`config.mk`:
```
export PLATFORM = sky130hd
export DESIGN_NAME = time_of_day_counter
export DESIGN_NICKNAME = d
export VERILOG_FILES = /design/src/rtl/clock_pkg.sv /design/src/rtl/bcd2_counter.sv /design/src/rtl/time_of_day_counter.sv
export SDC_FILE = /design/constraint.sdc
export NUM_CORES = 1
export LEC_CHECK = 0
export ABC_CLOCK_PERIOD_IN_PS = 2100
export CORE_UTILIZATION = 50
export DETAILED_ROUTE_END_ITERATION = 8
export PLACE_DENSITY = 0.78
export SETUP_SLACK_MARGIN = 0.4
export SLEW_MARGIN = 30
export SYNTH_ARGS = -nofsm -noshare
export SYNTH_HDL_FRONTEND = slang
export SYNTH_SLANG_ARGS = --single-unit
```
`constraint.sdc`:
```
create_clock -name clk -period 2.1 [get_ports clk]
set_input_delay 0.525 -clock clk [delete_from_list [all_inputs] [get_ports clk]]
set_output_delay 0.525 -clock clk [all_outputs]
set_load 0.05 [all_outputs]
```
`src/rtl/clock_pkg.sv`:
```
// Shared types and constants for the time-of-day clock blocks.
// Provides BCD digit types, lane-select encodings and small BCD helpers.
package clock_pkg;

  localparam int unsigned BCD_DIGIT_W = 4;
  localparam int unsigned BCD2_W      = 2 * BCD_DIGIT_W;
  localparam int unsigned LANE_N      = 4;
  localparam int unsigned SEL_W       = 2;
  localparam int unsigned SEC_MOD     = 60;
  localparam int unsigned MIN_MOD     = 60;

  typedef logic [BCD_DIGIT_W-1:0] bcd_digit_t;

  typedef struct packed {
    bcd_digit_t tens;
    bcd_digit_t units;
  } bcd2_t;

  // Lane-select encodings, matching the divider's q_in bit order
  localparam logic [SEL_W-1:0] SEL_0P1HZ = 2'd0;
  localparam logic [SEL_W-1:0] SEL_1HZ   = 2'd1;
  localparam logic [SEL_W-1:0] SEL_10HZ  = 2'd2;
  localparam logic [SEL_W-1:0] SEL_100HZ = 2'd3;

  localparam logic [BCD2_W-1:0] BCD_59 = 8'h59;

  // Binary (0..99) to two-digit BCD; used for elaboration-time constants
  function automatic bcd2_t bcd2_from_int(input int unsigned n);
    bcd2_t v;
    v.tens  = BCD_DIGIT_W'(n / 10);
    v.units = BCD_DIGIT_W'(n % 10);
    return v;
  endfunction

  // Two-digit BCD increment; units 9 rolls into the tens digit
  function automatic bcd2_t bcd2_inc(input bcd2_t v);
    bcd2_t r;
    r = v;
    if (v.units == 4'd9) begin
      r.units = 4'd0;
      r.tens  = v.tens + 4'd1;
    end else begin
      r.units = v.units + 4'd1;
    end
    return r;
  endfunction

endpackage

```
`src/rtl/bcd2_counter.sv`:
```
// Two-digit BCD modulo counter used for the seconds, minutes and hours fields.
// Ports:
//   clk, rst_n : clock, asynchronous active-low reset
//   clr        : synchronous clear to 00 (wins over inc)
//   inc        : advance by one this cycle
//   val        : registered BCD count {tens, units}
//   wrap       : combinational, high when inc is applied at MODULUS-1
module bcd2_counter
  import clock_pkg::*;
#(
  parameter int unsigned MODULUS = 60
) (
  input  logic              clk,
  input  logic              rst_n,
  input  logic              clr,
  input  logic              inc,
  output logic [BCD2_W-1:0] val,
  output logic              wrap
);

  localparam bcd2_t MAX_VAL = bcd2_from_int(MODULUS - 1);

  bcd2_t r_val;
  bcd2_t w_next;
  logic  w_at_max;

  assign w_at_max = (r_val == MAX_VAL);
  assign wrap     = inc & w_at_max;

  // Next-count selection: clear, wrap to zero, or BCD increment
  always_comb begin
    w_next = r_val;
    if (clr) begin
      w_next = '0;
    end else if (inc) begin
      if (w_at_max) begin
        w_next = '0;
      end else begin
        w_next = bcd2_inc(r_val);
      end
    end
  end

  always_ff @(posedge clk or negedge rst_n) begin
    if (!rst_n) begin
      r_val <= '0;
    end else begin
      r_val <= w_next;
    end
  end

  assign val = r_val;

endmodule

```
`src/rtl/time_of_day_counter.sv`:
```
// HH:MM:SS BCD time-of-day counter driven by one selectable divider lane.
// Ports:
//   clk, rst_n       : clock, asynchronous active-low reset
//   q_in[3:0]        : divider square waves (0.1 / 1 / 10 / 100 Hz)
//   sel[1:0]         : lane select into q_in
//   run              : 1 = count lane edges, 0 = hold and accept set pulses
//   clear            : synchronous clear to 00:00:00, highest priority
//   inc_min, inc_hr  : set pulses, honoured only while run = 0
//   sec/min/hr_bcd   : registered BCD count
//   tick_o           : one-cycle pulse with each counted edge
//   day_o            : one-cycle pulse on wrap to 00:00:00 from the last hour
module time_of_day_counter
  import clock_pkg::*;
#(
  parameter int unsigned HR_WRAP = 24
) (
  input  logic              clk,
  input  logic              rst_n,
  input  logic [LANE_N-1:0] q_in,
  input  logic [SEL_W-1:0]  sel,
  input  logic              run,
  input  logic              clear,
  input  logic              inc_min,
  input  logic              inc_hr,
  output logic [BCD2_W-1:0] sec_bcd,
  output logic [BCD2_W-1:0] min_bcd,
  output logic [BCD2_W-1:0] hr_bcd,
  output logic              tick_o,
  output logic              day_o
);

  logic [LANE_N-1:0] r_q_r;
  logic [LANE_N-1:0] r_q_rr;
  logic [LANE_N-1:0] w_edge;
  logic              w_sel_edge;
  logic              w_count;
  logic              w_set;
  logic              w_sec_inc;
  logic              w_min_inc;
  logic              w_hr_inc;
  logic              w_sec_wrap;
  logic              w_min_wrap;
  logic              w_hr_wrap;
  logic              r_tick;
  logic              r_day;

  // Edge history resets to all ones so a lane already high at release
  // must fall and rise again before it is counted.
  always_ff @(posedge clk or negedge rst_n) begin
    if (!rst_n) begin
      r_q_r  <= '1;
      r_q_rr <= '1;
    end else begin
      r_q_r  <= q_in;
      r_q_rr <= r_q_r;
    end
  end

  // Edges are tracked on every lane, so switching sel never creates one
  assign w_edge     = r_q_r & ~r_q_rr;
  assign w_sel_edge = w_edge[sel];

  // clear > counting > setting
  assign w_count = ~clear & run & w_sel_edge;
  assign w_set   = ~clear & ~run;

  // Set pulses bypass the carry chain: inc_min never reaches hours
  assign w_sec_inc = w_count;
  assign w_min_inc = (w_count & w_sec_wrap) | (w_set & inc_min);
  assign w_hr_inc  = (w_count & w_min_wrap) | (w_set & inc_hr);

  bcd2_counter #(
    .MODULUS (SEC_MOD)
  ) u_sec (
    .clk   (clk),
    .rst_n (rst_n),
    .clr   (clear),
    .inc   (w_sec_inc),
    .val   (sec_bcd),
    .wrap  (w_sec_wrap)
  );

  bcd2_counter #(
    .MODULUS (MIN_MOD)
  ) u_min (
    .clk   (clk),
    .rst_n (rst_n),
    .clr   (clear),
    .inc   (w_min_inc),
    .val   (min_bcd),
    .wrap  (w_min_wrap)
  );

  bcd2_counter #(
    .MODULUS (HR_WRAP)
  ) u_hr (
    .clk   (clk),
    .rst_n (rst_n),
    .clr   (clear),
    .inc   (w_hr_inc),
    .val   (hr_bcd),
    .wrap  (w_hr_wrap)
  );

  // Hour wrap only signals a new day when it comes from the carry chain;
  // with run = 1 the set path is idle, so w_count qualifies it.
  always_ff @(posedge clk or negedge rst_n) begin
    if (!rst_n) begin
      r_tick <= 1'b0;
      r_day  <= 1'b0;
    end else begin
      r_tick <= w_count;
      r_day  <= w_count & w_hr_wrap;
    end
  end

  assign tick_o = r_tick;
  assign day_o  = r_day;

endmodule

```
### Word-level counts from Yosys, hierarchy flattened

Index checks and enable logic that the tools add are counted.

* word-level logic and storage cells: 66
* output and inout bits: 26
* flip-flop bits (word level): 34

* $add $sub $neg: 6
* muxes and demuxes: 17
* equal/unequal tests: 6
* $lt $le $gt $ge: 1
* reductions and logical operators: 9
* bitwise logic cells: 17

Operators with widths (number)
* two-way mux 8 bit: 9
* adder 4 x 1 -> 4 bit, second input constant: 6
* two-way mux 4 bit: 6
* == test 8 x 7 -> 1 bit, second input constant: 2
* == test 4 bit, second input constant: 3
* bitwise AND 1 bit: 11
* nonzero test 3 bit: 3
* == test 8 x 6 -> 1 bit, second input constant: 1
* AND reduction 2 bit: 3
* nonzero test 2 bit: 3
* bitwise AND 4 bit: 1
* inverter 4 bit: 1
* < comparator 2 x 3 -> 1 bit, second input constant: 1
* binary-select mux 1 bit (select 2 bit): 1
* inverter 1 bit: 2
* bitwise OR 1 bit: 2
* two-way mux 1 bit: 1

### Depth between registers and ports, before layout

* depth after elaboration: 13
* mapped depth: 7
* mapped depth without buffers: 7

### Modules after synthesis

A second synthesis with hierarchy kept.

* cell total of the unflattened synthesis: 179
* area total of the unflattened synthesis: 1941.9 um^2

Modules (own cells, without submodules)
* bcd2_counter (u_min ...): cells an instance 51, instances 2, area an instance 536.8 um^2
* bcd2_counter (u_hr): cells an instance 53, instances 1, area an instance 506.7 um^2
* time_of_day_counter: cells an instance 24, instances 1, area an instance 361.6 um^2

### Least setup slack after synthesis

Ideal clock, no wire load.

* kind: register -> register
* start: register u_sec.r_val (netlist bit u_sec.val[0])
* end: register u_hr.r_val (netlist bit u_hr.val[6])
* library setup time: 0.125 ns
* arrival time: 2.093 ns
* cell stages (with the launch flop): 7
* required time: 1.975 ns
* path buffers: 0
* slack: -0.118 ns
* cell sequence: dfrtp_1 ha_1 nand3b_1 nor2_2 a41o_1 and3_1 mux2_4

* cells in the longest elaborated chain, start to end: 9

Ends and longest elaborated chain
* start: declaration: RTL line bcd2_counter.sv:23 `bcd2_t r_val;`
* start signal: assignment: RTL line bcd2_counter.sv:48 `r_val <= w_next;`
* == test 8 x 7 -> 1 bit: RTL line bcd2_counter.sv:27 `assign w_at_max = (r_val == MAX_VAL);`
* bitwise AND 1 bit: RTL line bcd2_counter.sv:28 `assign wrap = inc & w_at_max;`
* bitwise AND 1 bit: RTL line time_of_day_counter.sv:69 `assign w_min_inc = (w_count & w_sec_wrap) | (w_set & inc_min);`
* bitwise OR 1 bit: RTL line time_of_day_counter.sv:69
* bitwise AND 1 bit: RTL line bcd2_counter.sv:28
* bitwise AND 1 bit: RTL line time_of_day_counter.sv:70 `assign w_hr_inc = (w_count & w_min_wrap) | (w_set & inc_hr);`
* bitwise OR 1 bit: RTL line time_of_day_counter.sv:70
* nonzero test 2 bit (no line)
* AND reduction 2 bit (no line)
* end signal: assignment: RTL line bcd2_counter.sv:48
* end: declaration: RTL line bcd2_counter.sv:23

Every way passes these cells.
A chain may end at the register's enable or synchronous reset.

### Worst setup path in the final report

* start: register r_q_rr[3]
* end: register u_min.r_val (netlist bit u_min.val[7])

* cells in the longest elaborated chain, start to end: 10

Ends and longest elaborated chain
* start: declaration: RTL line time_of_day_counter.sv:33 `logic [LANE_N-1:0] r_q_rr;`
* start signal: assignment: RTL line time_of_day_counter.sv:55 `r_q_rr <= r_q_r;`
* inverter 4 bit *: RTL line time_of_day_counter.sv:60 `assign w_edge = r_q_r & ~r_q_rr;`
* bitwise AND 4 bit *: RTL line time_of_day_counter.sv:60
* binary-select mux 1 bit (select 2 bit) *: RTL line time_of_day_counter.sv:61 `assign w_sel_edge = w_edge[sel];`
* two-way mux 1 bit (implied by the code) *: RTL line time_of_day_counter.sv:61
* bitwise AND 1 bit *: RTL line time_of_day_counter.sv:64 `assign w_count = ~clear & run & w_sel_edge;`
* bitwise AND 1 bit: RTL line bcd2_counter.sv:28
* bitwise AND 1 bit *: RTL line time_of_day_counter.sv:69
* bitwise OR 1 bit *: RTL line time_of_day_counter.sv:69
* nonzero test 2 bit (no line) *
* AND reduction 2 bit (no line) *
* end signal: assignment: RTL line bcd2_counter.sv:48
* end: declaration: RTL line bcd2_counter.sv:23

Every way passes the cells marked *; elsewhere a longest branch is shown, timed or not. The select of a mux whose other input is x is not followed.

==> run metrics <==
Logic pwr share=14.5%; clock group share of total power=35.2%; Slew HR=71.1%; Initial Utilization=53.7%; fraction of layout cells with a size suffix above 1=47.2%; Crit Path Max Fanout=5; Synthesized Nets=199; DP HPWL=2950 um; die width=62.5 um; Max Cap Viol=0; P&R area growth vs syn=45.0%; CP startpoint kind=register; synthesized area=1830 um2; non-filler cells, final=298; port buffer count=37; Final ANT Viol Nets=0; Pwr per Cell Area=519 nW/um2; leakage=1.19 nW; Crit Path Class=register to register; Setup TNS=0 ns; Area after DPL=2410 um2; global-route wire length before repair=7880 um; final instance area=2660 um2; total grt overflow=0; fin crit period=1.95 ns; deepest clock path buffer count=2; FILL cells=218; Root Driver=clkbuf_4; drt drc=0; Syn Inst Count=177; Seq/Total Area, Yosys=47.0%; Hold Crit Class=register to register; Reg clk slew, reported paths=0.12 ns; GRT Resource Usage Total=25.9%; vias per inst=5.79; CTS tree=yes; final wirelength=4780 um; worst r2r src=r_q_rr[3]$_DFF_PN1_; post-synth cell types=39; Psw=358 uW; worst endpoint required time=2.38 ns; RSZ-0062 raised after global routing=yes; largest net degree at the start of global routing=35; final hold slack=0.373 ns; Mapped Avg Cell Area=10.4 um2; Slew Viols, Final=0; ys flop type=dfrtp_1; Int Pwr=1.02 mW; FF+latch count, synth=34; EDFF count, synth=0; CTS H-Tree Depth=2; Worst Setup SP=r_q_rr[3]$_DFF_PN1_; number of antenna violations at the first check in global routing=0; DRT iter0 DRCs=111; synth warn=0; Final WS setup=0.151 ns; CORE AREA=3420 um2; clk_skew=0.0212 ns; nets@finish=273; Clock Latency Late Sink=0.35 ns; fraction of registers with async set/reset=100%; Hold Crit Start=r_q_r[3]$_DFF_PN1_; Worst IR Drop VDD=445 uV; placed insts=272; DR WL/cell=16.0 um; # hold bufs at CTS=0; Std-Cell Rows=21; measured slew at the worst slew-check pin=0.434 ns; Finish-stage setup viols=0; Die ar.=3910 um2; Sink Count=34; fin crit share=92.8%; number of global-route vias before repair=1739; status=finished clean; Net Sw Frac=26.0%; pre-CTS setup slack=-0.387 ns; sequential share of power=50.2%; die height=62.5 um; io pins=38; # diodes=0; Final Hold Fails=0; CP Capture Type=register; Achievable Freq=513 MHz; via count=1726; GPL Wtd Cong=0.770; Worst EP arrival=2.23 ns; DR pass1 iterations=4; total CTS buffers=5
routing by layer:
metal	share of wire, %	vias to the layer above	GRT usage [%]	wire [um]
li1	-	795	-	-
met4	2.1	0	12.8	100
met5	0	-	0	0
met1	43	866	30.2	2070
met3	4.8	11	6.39	231
met2	50	54	44.3	2380
worst max-delay path: stages (launching register included):
cell     delay [ns]
dfstp_2        0.56
nor2b_1        0.04
mux4_2         0.54
buf_4          0.18
a22o_4         0.24
nand4_1        0.11
mux2i_1        0.20
worst paths after layout:
| check | end | slack [ns] | cells past startpoint |
|---|---|---|---|
| max | u_min.val[7]$_DFFE_PN0P_ | 0.15 | 6 |
| min | r_q_rr[3]$_DFF_PN1_ | 0.37 | 0 |
| max reg2reg | u_min.val[7]$_DFFE_PN0P_ | 0.15 | 6 |
| min reg2reg | r_q_rr[3]$_DFF_PN1_ | 0.37 | 0 |
| max in group asynchronous | u_sec.val[2]$_DFFE_PN0P_ | 1.17 | 2 |
| min in group asynchronous | u_hr.val[5]$_DFFE_PN0P_ | 0.57 | 2 |
power groups by stage:
| stage | Sequential [mW] | Combinational, mW | Clock [mW] |
|---|---|---|---|
| floorplan | 0.727 | 0.0542 | 0 |
| global placement | 0.703 | 0.163 | 0 |
| detailed placement | 0.705 | 0.166 | 0 |
| CTS | 0.692 | 0.178 | 0.490 |
| global route | 0.695 | 0.215 | 0.518 |
| finish | 0.693 | 0.200 | 0.486 |
registers in the layout, indices dropped and copies added, names as in the netlist:
register,flops
r_q_rr,4
u_min.val,8
u_sec.val,8
day_o,1
r_q_r,4
u_hr.val,8
tick_o,1
cell families after synthesis:
family	count (synthesis)	share of synthesized area [%]
muxes	12	8.19
adders and majority gates	10	6.83
DFF	34	47.0
and+or+nand+nor	79	23.8
AOI/OAI and AO/OA	30	11.7
buffers and inverters	12	2.53
timing repair:
| item | CTS | global route |
|---|---|---|
| pin swaps | 13 | 6 |
| setup buffers | 9 | 9 |
| setup endpoints to repair | 48 | 43 |
| resized for setup | 80 | 54 |
| endpoints found under the hold margin | 0 | 0 |
cell type report:
type / count / area, um2 / share of cell area, %
clock buffer: 7 / 45.0 / 1.69
sequential: 34 / 881 / 33.1
inverter: 9 / 33.8 / 1.27
clock inverter: 1 / 30.0 / 1.13
tap: 46 / 57.6 / 2.17
timing repair buffer: 70 / 534 / 20.1
multi-input combinational: 131 / 1080 / 40.5
Yosys cell counts (2+ instances only):
cell type	instances	area [um2]
o31ai_1	3	22.5
ha_1	10	125
clkbuf_1	2	7.51
nor4b_1	2	17.5
dfstp_2	8	210
inv_1	9	33.8
o211ai_1	2	15.0
mux4_2	2	45.0
or3_1	5	31.3
nand3_1	8	40.0
mux2i_1	9	90.1
nand4_1	2	12.5
nor2b_1	8	50.1
o21ai_0	6	30.0
a21oi_1	9	45.0
nand2b_1	5	31.3
and3_1	4	25.0
dfrtp_1	26	651
nand3b_1	5	37.5
nor3_1	5	25.0
a31oi_1	2	12.5
nor2_1	18	67.6
nand2_1	11	41.3
cell usage in the layout (no fill, tap or decap), types with 4 or more instances in the layout:
master           Yosys  routed
buf_6                0       5
o21ai_1              0       4
clkdlybuf4s50_1      0      10
inv_1                9       7
ha_1                10       8
nand2b_1             5       5
mux2i_1              9       9
nand3b_1             5       5
or3_1                5       4
nand3_1              8       7
clkbuf_4             0       5
a21oi_1              9       7
buf_2                1      18
nor2_1              18      16
nor2b_1              8       4
dfrtp_1             26      10
dfstp_2              8       8
buf_4                0      32
dfrtp_2              0      16
nor2b_2              0       4
nand2_1             11      10
metrics by stage:
stage / power [mW] / util, %
floorplan: 0.781 / -
global placement: 0.866 / 70.5
detailed placement: 0.872 / 70.5
CTS: 1.36 / 76.4
global route: 1.43 / 77.8
finish: 1.38 / 77.8
No activity file was read; power rests on OpenSTA's default activity.
